[config.mk]
export PLATFORM = sky130hd
export DESIGN_NAME = paddle_controller
export DESIGN_NICKNAME = d
export VERILOG_FILES = /design/src/rtl/paddle_controller.sv
export SDC_FILE = /design/constraint.sdc
export NUM_CORES = 1
export LEC_CHECK = 0
export BUFFER_PORTS_ARGS = -buffer_cell sky130_fd_sc_hd__buf_2
export CAP_MARGIN = 20
export CORE_MARGIN = 4
export CORE_UTILIZATION = 35
export DETAILED_ROUTE_END_ITERATION = 8
export GPL_ROUTABILITY_DRIVEN = 0
export HOLD_SLACK_MARGIN = 0.1
export PLACE_DENSITY = 0.61
export SKIP_CTS_REPAIR_TIMING = 1
export SKIP_LAST_GASP = 1
export SLEW_MARGIN = 20
export SYNTH_ARGS = -nofsm -noshare
export SYNTH_HDL_FRONTEND = slang
export SYNTH_SLANG_ARGS = --single-unit
[constraint.sdc]
create_clock -name clock -period 4.2 [get_ports clock]
set_input_delay 1.05 -clock clock [delete_from_list [all_inputs] [get_ports clock]]
set_output_delay 1.05 -clock clock [all_outputs]
set_load 0.005 [all_outputs]
[src/rtl/paddle_controller.sv]
// Pong paddle front end. Debounces the player buttons, turns the screenEnd level into a
// one-cycle frame pulse, and moves each paddle once per frame within the playfield.

module paddle_debounce #(
    parameter int DB_CYCLES = 250000
) (
    input  logic clock,
    input  logic reset,
    input  logic raw,
    output logic level
);
    localparam int CW = $clog2(DB_CYCLES + 1);

    logic          s1, s2;
    logic [CW-1:0] cnt;

    always_ff @(posedge clock or negedge reset) begin
        if (!reset) begin
            s1    <= 1'b0;
            s2    <= 1'b0;
            level <= 1'b0;
            cnt   <= '0;
        end else begin
            s1 <= raw;
            s2 <= s1;
            if (s2 == level) begin
                cnt <= '0;
            end else if (cnt == CW'(DB_CYCLES - 1)) begin
                level <= s2;
                cnt   <= '0;
            end else begin
                cnt <= cnt + 1'b1;
            end
        end
    end
endmodule

module paddle_controller #(
    parameter int Y_LIM     = 480,
    parameter int PADDLE_H  = 64,
    parameter int PADDLE_W  = 10,
    parameter int P1_LEFT   = 20,
    parameter int P2_LEFT   = 610,
    parameter int SPEED     = 4,
    parameter int DB_CYCLES = 250000
) (
    input  logic       clock,
    input  logic       reset,
    input  logic       screenEnd,
    input  logic       btn_p1_up,
    input  logic       btn_p1_down,
    input  logic       btn_p2_up,
    input  logic       btn_p2_down,
    input  logic       recenter,
    output logic       posEdgeScreenEnd,
    output logic [9:0] p1_leftBound,
    output logic [9:0] p1_rightBound,
    output logic [9:0] p2_leftBound,
    output logic [9:0] p2_rightBound,
    output logic [8:0] p1_topBound,
    output logic [8:0] p1_bottomBound,
    output logic [8:0] p2_topBound,
    output logic [8:0] p2_bottomBound
);
    localparam int Y_INIT = (Y_LIM - PADDLE_H) / 2;
    localparam int Y_MAX  = Y_LIM - PADDLE_H;

    // db bit order: {p2_down, p2_up, p1_down, p1_up}
    logic [3:0] raw, db;
    logic       screen_end_d, tick;
    logic [8:0] ny1, ny2;

    assign raw = {btn_p2_down, btn_p2_up, btn_p1_down, btn_p1_up};

    for (genvar g = 0; g < 4; g++) begin : g_db
        paddle_debounce #(.DB_CYCLES(DB_CYCLES)) u_db (
            .clock (clock),
            .reset (reset),
            .raw   (raw[g]),
            .level (db[g])
        );
    end

    // 10-bit intermediate keeps y-SPEED and y+SPEED from wrapping
    function automatic logic [8:0] next_y(input logic [8:0] y, input logic up, input logic dn);
        logic [9:0] w;
        w = {1'b0, y};
        if (up && !dn)
            w = (w < 10'(SPEED)) ? 10'd0 : w - 10'(SPEED);
        else if (dn && !up)
            w = (w + 10'(SPEED) > 10'(Y_MAX)) ? 10'(Y_MAX) : w + 10'(SPEED);
        return w[8:0];
    endfunction

    assign tick = screenEnd & ~screen_end_d;
    assign ny1  = next_y(p1_topBound, db[0], db[1]);
    assign ny2  = next_y(p2_topBound, db[2], db[3]);

    always_ff @(posedge clock or negedge reset) begin
        if (!reset) begin
            screen_end_d     <= 1'b0;
            posEdgeScreenEnd <= 1'b0;
            p1_topBound      <= 9'(Y_INIT);
            p1_bottomBound   <= 9'(Y_INIT + PADDLE_H - 1);
            p2_topBound      <= 9'(Y_INIT);
            p2_bottomBound   <= 9'(Y_INIT + PADDLE_H - 1);
        end else begin
            screen_end_d     <= screenEnd;
            posEdgeScreenEnd <= tick;
            if (recenter) begin
                p1_topBound    <= 9'(Y_INIT);
                p1_bottomBound <= 9'(Y_INIT + PADDLE_H - 1);
                p2_topBound    <= 9'(Y_INIT);
                p2_bottomBound <= 9'(Y_INIT + PADDLE_H - 1);
            end else if (tick) begin
                p1_topBound    <= ny1;
                p1_bottomBound <= ny1 + 9'(PADDLE_H - 1);
                p2_topBound    <= ny2;
                p2_bottomBound <= ny2 + 9'(PADDLE_H - 1);
            end
        end
    end

    assign p1_leftBound  = 10'(P1_LEFT);
    assign p1_rightBound = 10'(P1_LEFT + PADDLE_W - 1);
    assign p2_leftBound  = 10'(P2_LEFT);
    assign p2_rightBound = 10'(P2_LEFT + PADDLE_W - 1);
endmodule
---- Word level (Yosys, flattened, before mapping) ----
Index checks and enable logic that the tools add are counted.
word-level totals
  flip-flop bits (word level) ............. 122
  bits of input ports ..................... 8
  output and inout bits ................... 77
cells by class
  add/subtract/negate cells ............... 10
  magnitude comparators ................... 4
  equality and inequality tests ........... 8
  muxes and demuxes ....................... 24
  bitwise gates (word level) .............. 6
  reduce and logical (&&, ||, !) cells .... 13
operators by type and width
  operator                                                                           number
  18-bit two-way mux                                                                 8
  9-bit two-way mux                                                                  16
  18-bit by 1-bit adder with 18-bit output (second input constant)                   4
  18-bit == test (second input constant)                                             4
  9-bit by 3-bit adder with 10-bit output (second input constant)                    2
  10-bit by 9-bit greater-than comparator with 1-bit output (second input constant)  2
  9-bit by 6-bit adder with 9-bit output (second input constant)                     2
  9-bit by 3-bit less-than comparator with 1-bit output (second input constant)      2
  9-bit by 3-bit subtractor with 9-bit output (second input constant)                2
  2-bit AND reduction                                                                4
  1-bit NOT                                                                          5
  1-bit == test                                                                      4
  1-bit logical AND                                                                  4
  1-bit zero test                                                                    4
  2-bit nonzero test                                                                 1
  1-bit bitwise AND                                                                  1

---- Longest topological paths before layout ----
  word-level depth ........................ 8
  mapped depth ............................ 15

---- Modules after synthesis ----
Synthesis repeated with hierarchy kept, for this count alone.
unflattened totals
  cell total of the unflattened synthesis .. 814
  area, all modules ....................... 7340.8 um^2
by module, submodules not included
  module             instances  cells an instance  area each (um^2)  seq. area each (um^2)
  paddle_debounce    4          99                 1029.7            525.5
  paddle_controller  1          418                3221.8            970.9

---- Worst setup path after synthesis ----
OpenSTA, ideal clock, no wires.
  kind .................................... reg-to-reg
  from .................................... register p2_topBound[7]
  to ...................................... register p2_bottomBound[8]
  library setup time ...................... 91 ps
  arrival ................................. 2796 ps
  data required time ...................... 4109 ps
  slack ................................... 1313 ps
  cell stages (with the launch flop) ...... 13
  path buffers ............................ 1
  clock period less this slack ............ 2887 ps
  cells stage by stage .................... dfstp_2 -> buf_2 -> inv_1 -> or4_4 -> and3_4 -> o21ai_4 -> a21oi_1 -> nand2_1 -> ha_1 -> inv_1 -> nor4_2 -> nor4_1 -> o31ai_1
on the way
  cells in the longest elaborated chain, start to end .. 8
RTL lines
  element                                                    RTL line  text
  from (decl)                                                62        output logic [8:0] p2_topBound,
  from (signal assigned)                                     105       p2_topBound <= 9'(Y_INIT);
  from (signal assigned)                                     113       p2_topBound <= 9'(Y_INIT);
  from (signal assigned)                                     118       p2_topBound <= ny2;
  9-bit by 3-bit adder with 10-bit output                    91        w = (w + 10'(SPEED) > 10'(Y_MAX)) ? 10'(Y_MAX) : w + 10'(SPEED);
  10-bit by 9-bit greater-than comparator with 1-bit output  91
  9-bit two-way mux                                          91
  9-bit two-way mux                                          90        else if (dn && !up)
  9-bit two-way mux (*)                                      88        if (up && !dn)
  9-bit by 6-bit adder with 9-bit output (*)                 119       p2_bottomBound <= ny2 + 9'(PADDLE_H - 1);
  9-bit two-way mux (*)                                      115       end else if (tick) begin
  9-bit two-way mux (*)                                      110       if (recenter) begin
  to (signal assigned)                                       106       p2_bottomBound <= 9'(Y_INIT + PADDLE_H - 1);
  to (signal assigned)                                       114       p2_bottomBound <= 9'(Y_INIT + PADDLE_H - 1);
  to (signal assigned)                                       119
  to (decl)                                                  63        output logic [8:0] p2_bottomBound
Every way passes the cells marked *; elsewhere a longest branch is shown, timed or not. The select of a mux whose other input is x is not followed.
A chain may end at the register's enable or synchronous reset.

---- Worst setup path in the final report ----
  from .................................... register p2_topBound[2]
  to ...................................... register p2_bottomBound[8]
Same word-level chain as after synthesis.

==> load_flow_metrics.sql <==
INSERT INTO impl_metrics (metric_group, metric, value, unit) VALUES
('clocking', 'worst_skew_pair.late_latency', '0.42', 'ns'),
('sta', 'fmaxAchievable', '0.296', 'GHz'),
('synthesis', 'synth_ff_type', 'sky130_fd_sc_hd__dfrtp_1', ''),
('outcome', 'status', 'finished clean', ''),
('clocking', 'tritoncts_buffer_count', '17', ''),
('layout', 'area_growth_syn_to_layout', '11.8', '%'),
('drt', 'drt_iter0_markers', '425', ''),
('synthesis', 'syn-cell-area', '7260', 'µm²'),
('sta', 'report.final.slew_viol_count', '0', ''),
('synthesis', 'flip_flop_and_latch_count_after_synthesis', '122', ''),
('sta', 'rsz0062_at_grt', 'false', ''),
('synthesis', 'syn-instance-count', '824', ''),
('synthesis', 'post_synth_mux_area_share', '0.00414', ''),
('sta', 'post-route-period-util', '0.804', ''),
('global_routing', 'number_of_global_route_vias_before_repair', '5355', ''),
('sta', 'report.final.setup_viol', '0', ''),
('global_routing', 'groute.usage.overall', '0.141', ''),
('floorplanning', 'placementRows', '52', ''),
('drt', 'drcViolationCount', '0', ''),
('hold_path', 'class_of_the_tightest_hold_or_removal_check', 'flop to flop', ''),
('placed_design', 'post-dp-hpwl', '11.0', 'mm'),
('critical_path', 'crit_path_start_kind', 'flop', ''),
('floorplanning', 'die-area', '23100', 'µm²'),
('layout', 'area.sequential', '3070', 'µm²'),
('power', 'cellLeakagePower', '3.42', 'nW'),
('sta', 'worst_clock_skew', '0.0102', 'ns'),
('floorplanning', 'die-height', '152', 'µm'),
('critical_path', 'slowest_stage', 'sky130_fd_sc_hd__dfrtp_1', ''),
('synthesis', 'synth-adder-area-share', '0.0186', ''),
('synthesis', 'synth.largest_area_cell', 'sky130_fd_sc_hd__dfrtp_1', ''),
('placed_design', 'port_buffers', '44', ''),
('floorplanning', 'design.portCount', '85', ''),
('global_routing', 'grt_pass1_wl', '27.4', 'mm'),
('power', 'p_total', '2.91', 'mW'),
('layout', 'num-nets-final', '864', ''),
('layout', 'layout.cell_area.non_filler', '8120', 'µm²'),
('synthesis', 'synth_area_per_cell', '8.81', 'µm²'),
('layout', 'final.fill_count', '2027', ''),
('floorplanning', 'core-area', '20300', 'µm²'),
('critical_path', 'critPathBufInv', '1', ''),
('power', 'sw_frac_of_total', '0.269', ''),
('critical_path', 'category_of_the_worst_setup_path_capture_point', 'flop', ''),
('sta', 'worst_slew_pin_tran', '0.758', 'ns'),
('critical_path', 'critical-path-max-stage-delay', '0.61', 'ns'),
('synthesis', 'synth_area_in_compound_gates', '0.139', ''),
('clocking', 'cts.sink_count', '122', ''),
('power', 'power.clock.fraction', '0.510', ''),
('drt', 'detailroute.via_count', '5676', ''),
('global_routing', 'grt_antenna_before_repair', '0', ''),
('layout', 'post_route_cells_drive_above_1_share', '0.140', ''),
('layout', 'finalCoreUtilization', '0.400', ''),
('sta', 'finalHoldViolCount', '0', ''),
('synthesis', 'synth_top_family_by_area', 'simple AND/OR/NAND/NOR gates', ''),
('synthesis', 'synth_async_reset_ratio', '1.00', ''),
('sta', 'fin_setup_tns', '0', 'ns'),
('synthesis', 'yosys_warnings', '0', ''),
('power', 'total_switching_power', '0.784', 'mW'),
('global_routing', 'pin_count_of_the_biggest_net_entering_global_routing', '49', ''),
('clocking', 'clk_transition_reported_paths', '0.07', 'ns'),
('synthesis', 'synthXorXnorAreaFrac', '0.0893', ''),
('synthesis', 'synth-seq-area-share', '0.424', ''),
('critical_path', 'data_required_time_of_the_worst_path', '4.53', 'ns'),
('synthesis', 'synth_enable_flop_cells', '0', ''),
('clocking', 'cts.path.max_buffers', '2', ''),
('critical_path', 'crit_path_frequent_cell', 'sky130_fd_sc_hd__ha_1', ''),
('critical_path', 'worst-path-max-fanout', '12', ''),
('critical_path', 'worst-endpoint-arrival', '3.71', 'ns'),
('global_routing', 'overflow', '0', ''),
('drt', 'dr.pass1.iters', '5', ''),
('drt', 'finalWirelength', '16.2', 'mm'),
('floorplanning', 'fp.dieW', '152', 'µm');
-- synth_stat cells, types with 4 or more instances --
cell type	n
sky130_fd_sc_hd__a211o_1	12
sky130_fd_sc_hd__a211oi_1	9
sky130_fd_sc_hd__a21oi_1	37
sky130_fd_sc_hd__a22oi_1	4
sky130_fd_sc_hd__a31oi_1	8
sky130_fd_sc_hd__and2_1	5
sky130_fd_sc_hd__and3_1	19
sky130_fd_sc_hd__buf_1	5
sky130_fd_sc_hd__buf_2	4
sky130_fd_sc_hd__buf_4	40
sky130_fd_sc_hd__clkbuf_1	33
sky130_fd_sc_hd__dfrtp_1	106
sky130_fd_sc_hd__dfstp_2	16
sky130_fd_sc_hd__ha_1	10
sky130_fd_sc_hd__inv_1	20
sky130_fd_sc_hd__nand2_1	77
sky130_fd_sc_hd__nand2b_1	9
sky130_fd_sc_hd__nand3_1	43
sky130_fd_sc_hd__nand3b_1	8
sky130_fd_sc_hd__nand4_1	14
sky130_fd_sc_hd__nor2_1	129
sky130_fd_sc_hd__nor3_1	19
sky130_fd_sc_hd__nor4_1	6
sky130_fd_sc_hd__o21ai_0	22
sky130_fd_sc_hd__or2_2	6
sky130_fd_sc_hd__or3_1	10
sky130_fd_sc_hd__xnor2_1	35
sky130_fd_sc_hd__xor2_1	39
-- state kept, by name, summed over array words and instances, names as in the netlist, 4 cells and up --
name,flops
g_db.u_db.cnt,72
g_db.u_db.level,4
g_db.u_db.s1,4
g_db.u_db.s2,4
p1_bottomBound,9
p1_topBound,9
p2_bottomBound,9
p2_topBound,9
-- cells in the final DEF (no fill, tap or decap), types with 6 or more instances in the layout --
cell	instances
sky130_fd_sc_hd__xor2_1	39
sky130_fd_sc_hd__inv_1	20
sky130_fd_sc_hd__nand2_1	77
sky130_fd_sc_hd__nand3_1	43
sky130_fd_sc_hd__clkbuf_16	17
sky130_fd_sc_hd__o21ai_0	22
sky130_fd_sc_hd__xnor2_1	35
sky130_fd_sc_hd__a211o_1	12
sky130_fd_sc_hd__a21oi_1	37
sky130_fd_sc_hd__nor4_1	6
sky130_fd_sc_hd__nand2b_1	9
sky130_fd_sc_hd__conb_1	40
sky130_fd_sc_hd__nor2_1	129
sky130_fd_sc_hd__nand3b_1	8
sky130_fd_sc_hd__and3_1	19
sky130_fd_sc_hd__nand4_1	14
sky130_fd_sc_hd__a31oi_1	8
sky130_fd_sc_hd__ha_1	10
sky130_fd_sc_hd__dfrtp_1	106
sky130_fd_sc_hd__buf_2	43
sky130_fd_sc_hd__a211oi_1	9
sky130_fd_sc_hd__or3_1	10
sky130_fd_sc_hd__inv_6	6
sky130_fd_sc_hd__dfstp_2	16
sky130_fd_sc_hd__nor3_1	19
sky130_fd_sc_hd__or2_2	6
-- power by group through the flow --
stage,Combinational (mW),Sequential (mW),Clock [mW]
floorplan,0.154,1.25,0
global placement,0.182,1.27,0
detailed placement,0.183,1.27,0
CTS,0.184,1.24,1.52
global route,0.207,1.25,1.57
finish,0.181,1.24,1.48
-- logic make-up after synthesis --
family | count (synthesis)
buffers and inverters | 106
multiplexers | 3
XOR/XNOR | 74
flip-flops | 122
AO/OA/AOI/OAI | 138
AND/OR/NAND/NOR | 368
adder cells (fa/ha/maj) | 11
other | 2
-- area by class of cell --
cell class / instances / share of cell area
clock buffers: 17 / 0.0524
well taps: 270 / 0.0416
inverters: 23 / 0.0106
repair buffers: 48 / 0.0311
multi-input cells: 634 / 0.464
clock inverters: 15 / 0.0216
flip-flops and latches: 122 / 0.379
-- worst paths after layout --
kind	end	slack, ns	startpoint	cells past startpoint
setup / recovery	p2_bottomBound[8]$_DFFE_PN1P_	0.83	p2_topBound[2]$_DFFE_PN0P_	12
hold / removal	g_db[1].u_db.s2$_DFF_PN0_	0.34	g_db[1].u_db.s1$_DFF_PN0_	0
setup reg to reg	p2_bottomBound[8]$_DFFE_PN1P_	0.83	p2_topBound[2]$_DFFE_PN0P_	12
hold reg to reg	g_db[1].u_db.s2$_DFF_PN0_	0.34	g_db[1].u_db.s1$_DFF_PN0_	0
max in group asynchronous	g_db[3].u_db.cnt[2]$_DFF_PN0_	2.59	reset	2
min in group asynchronous	g_db[1].u_db.cnt[5]$_DFF_PN0_	0.65	reset	1
-- per-layer routing --
layer  wire length, µm  GRT usage  vias up
met2              7530      0.217      124
met1              7820      0.200     2714
met3               645     0.0247       12
met5                 0          0        -
li1                  -          -     2826
met4               177     0.0497        0
-- through the flow --
stage,hold WS (ns),worst slack [ns]
6_report,0.340,0.825
5_1_grt,0.344,0.469
2_1_floorplan,0.331,1.31
3_3_place_gp,0.336,1.02
3_5_place_dp,0.336,0.885
4_1_cts,0.345,0.852
(Power assumes the default switching activity.)
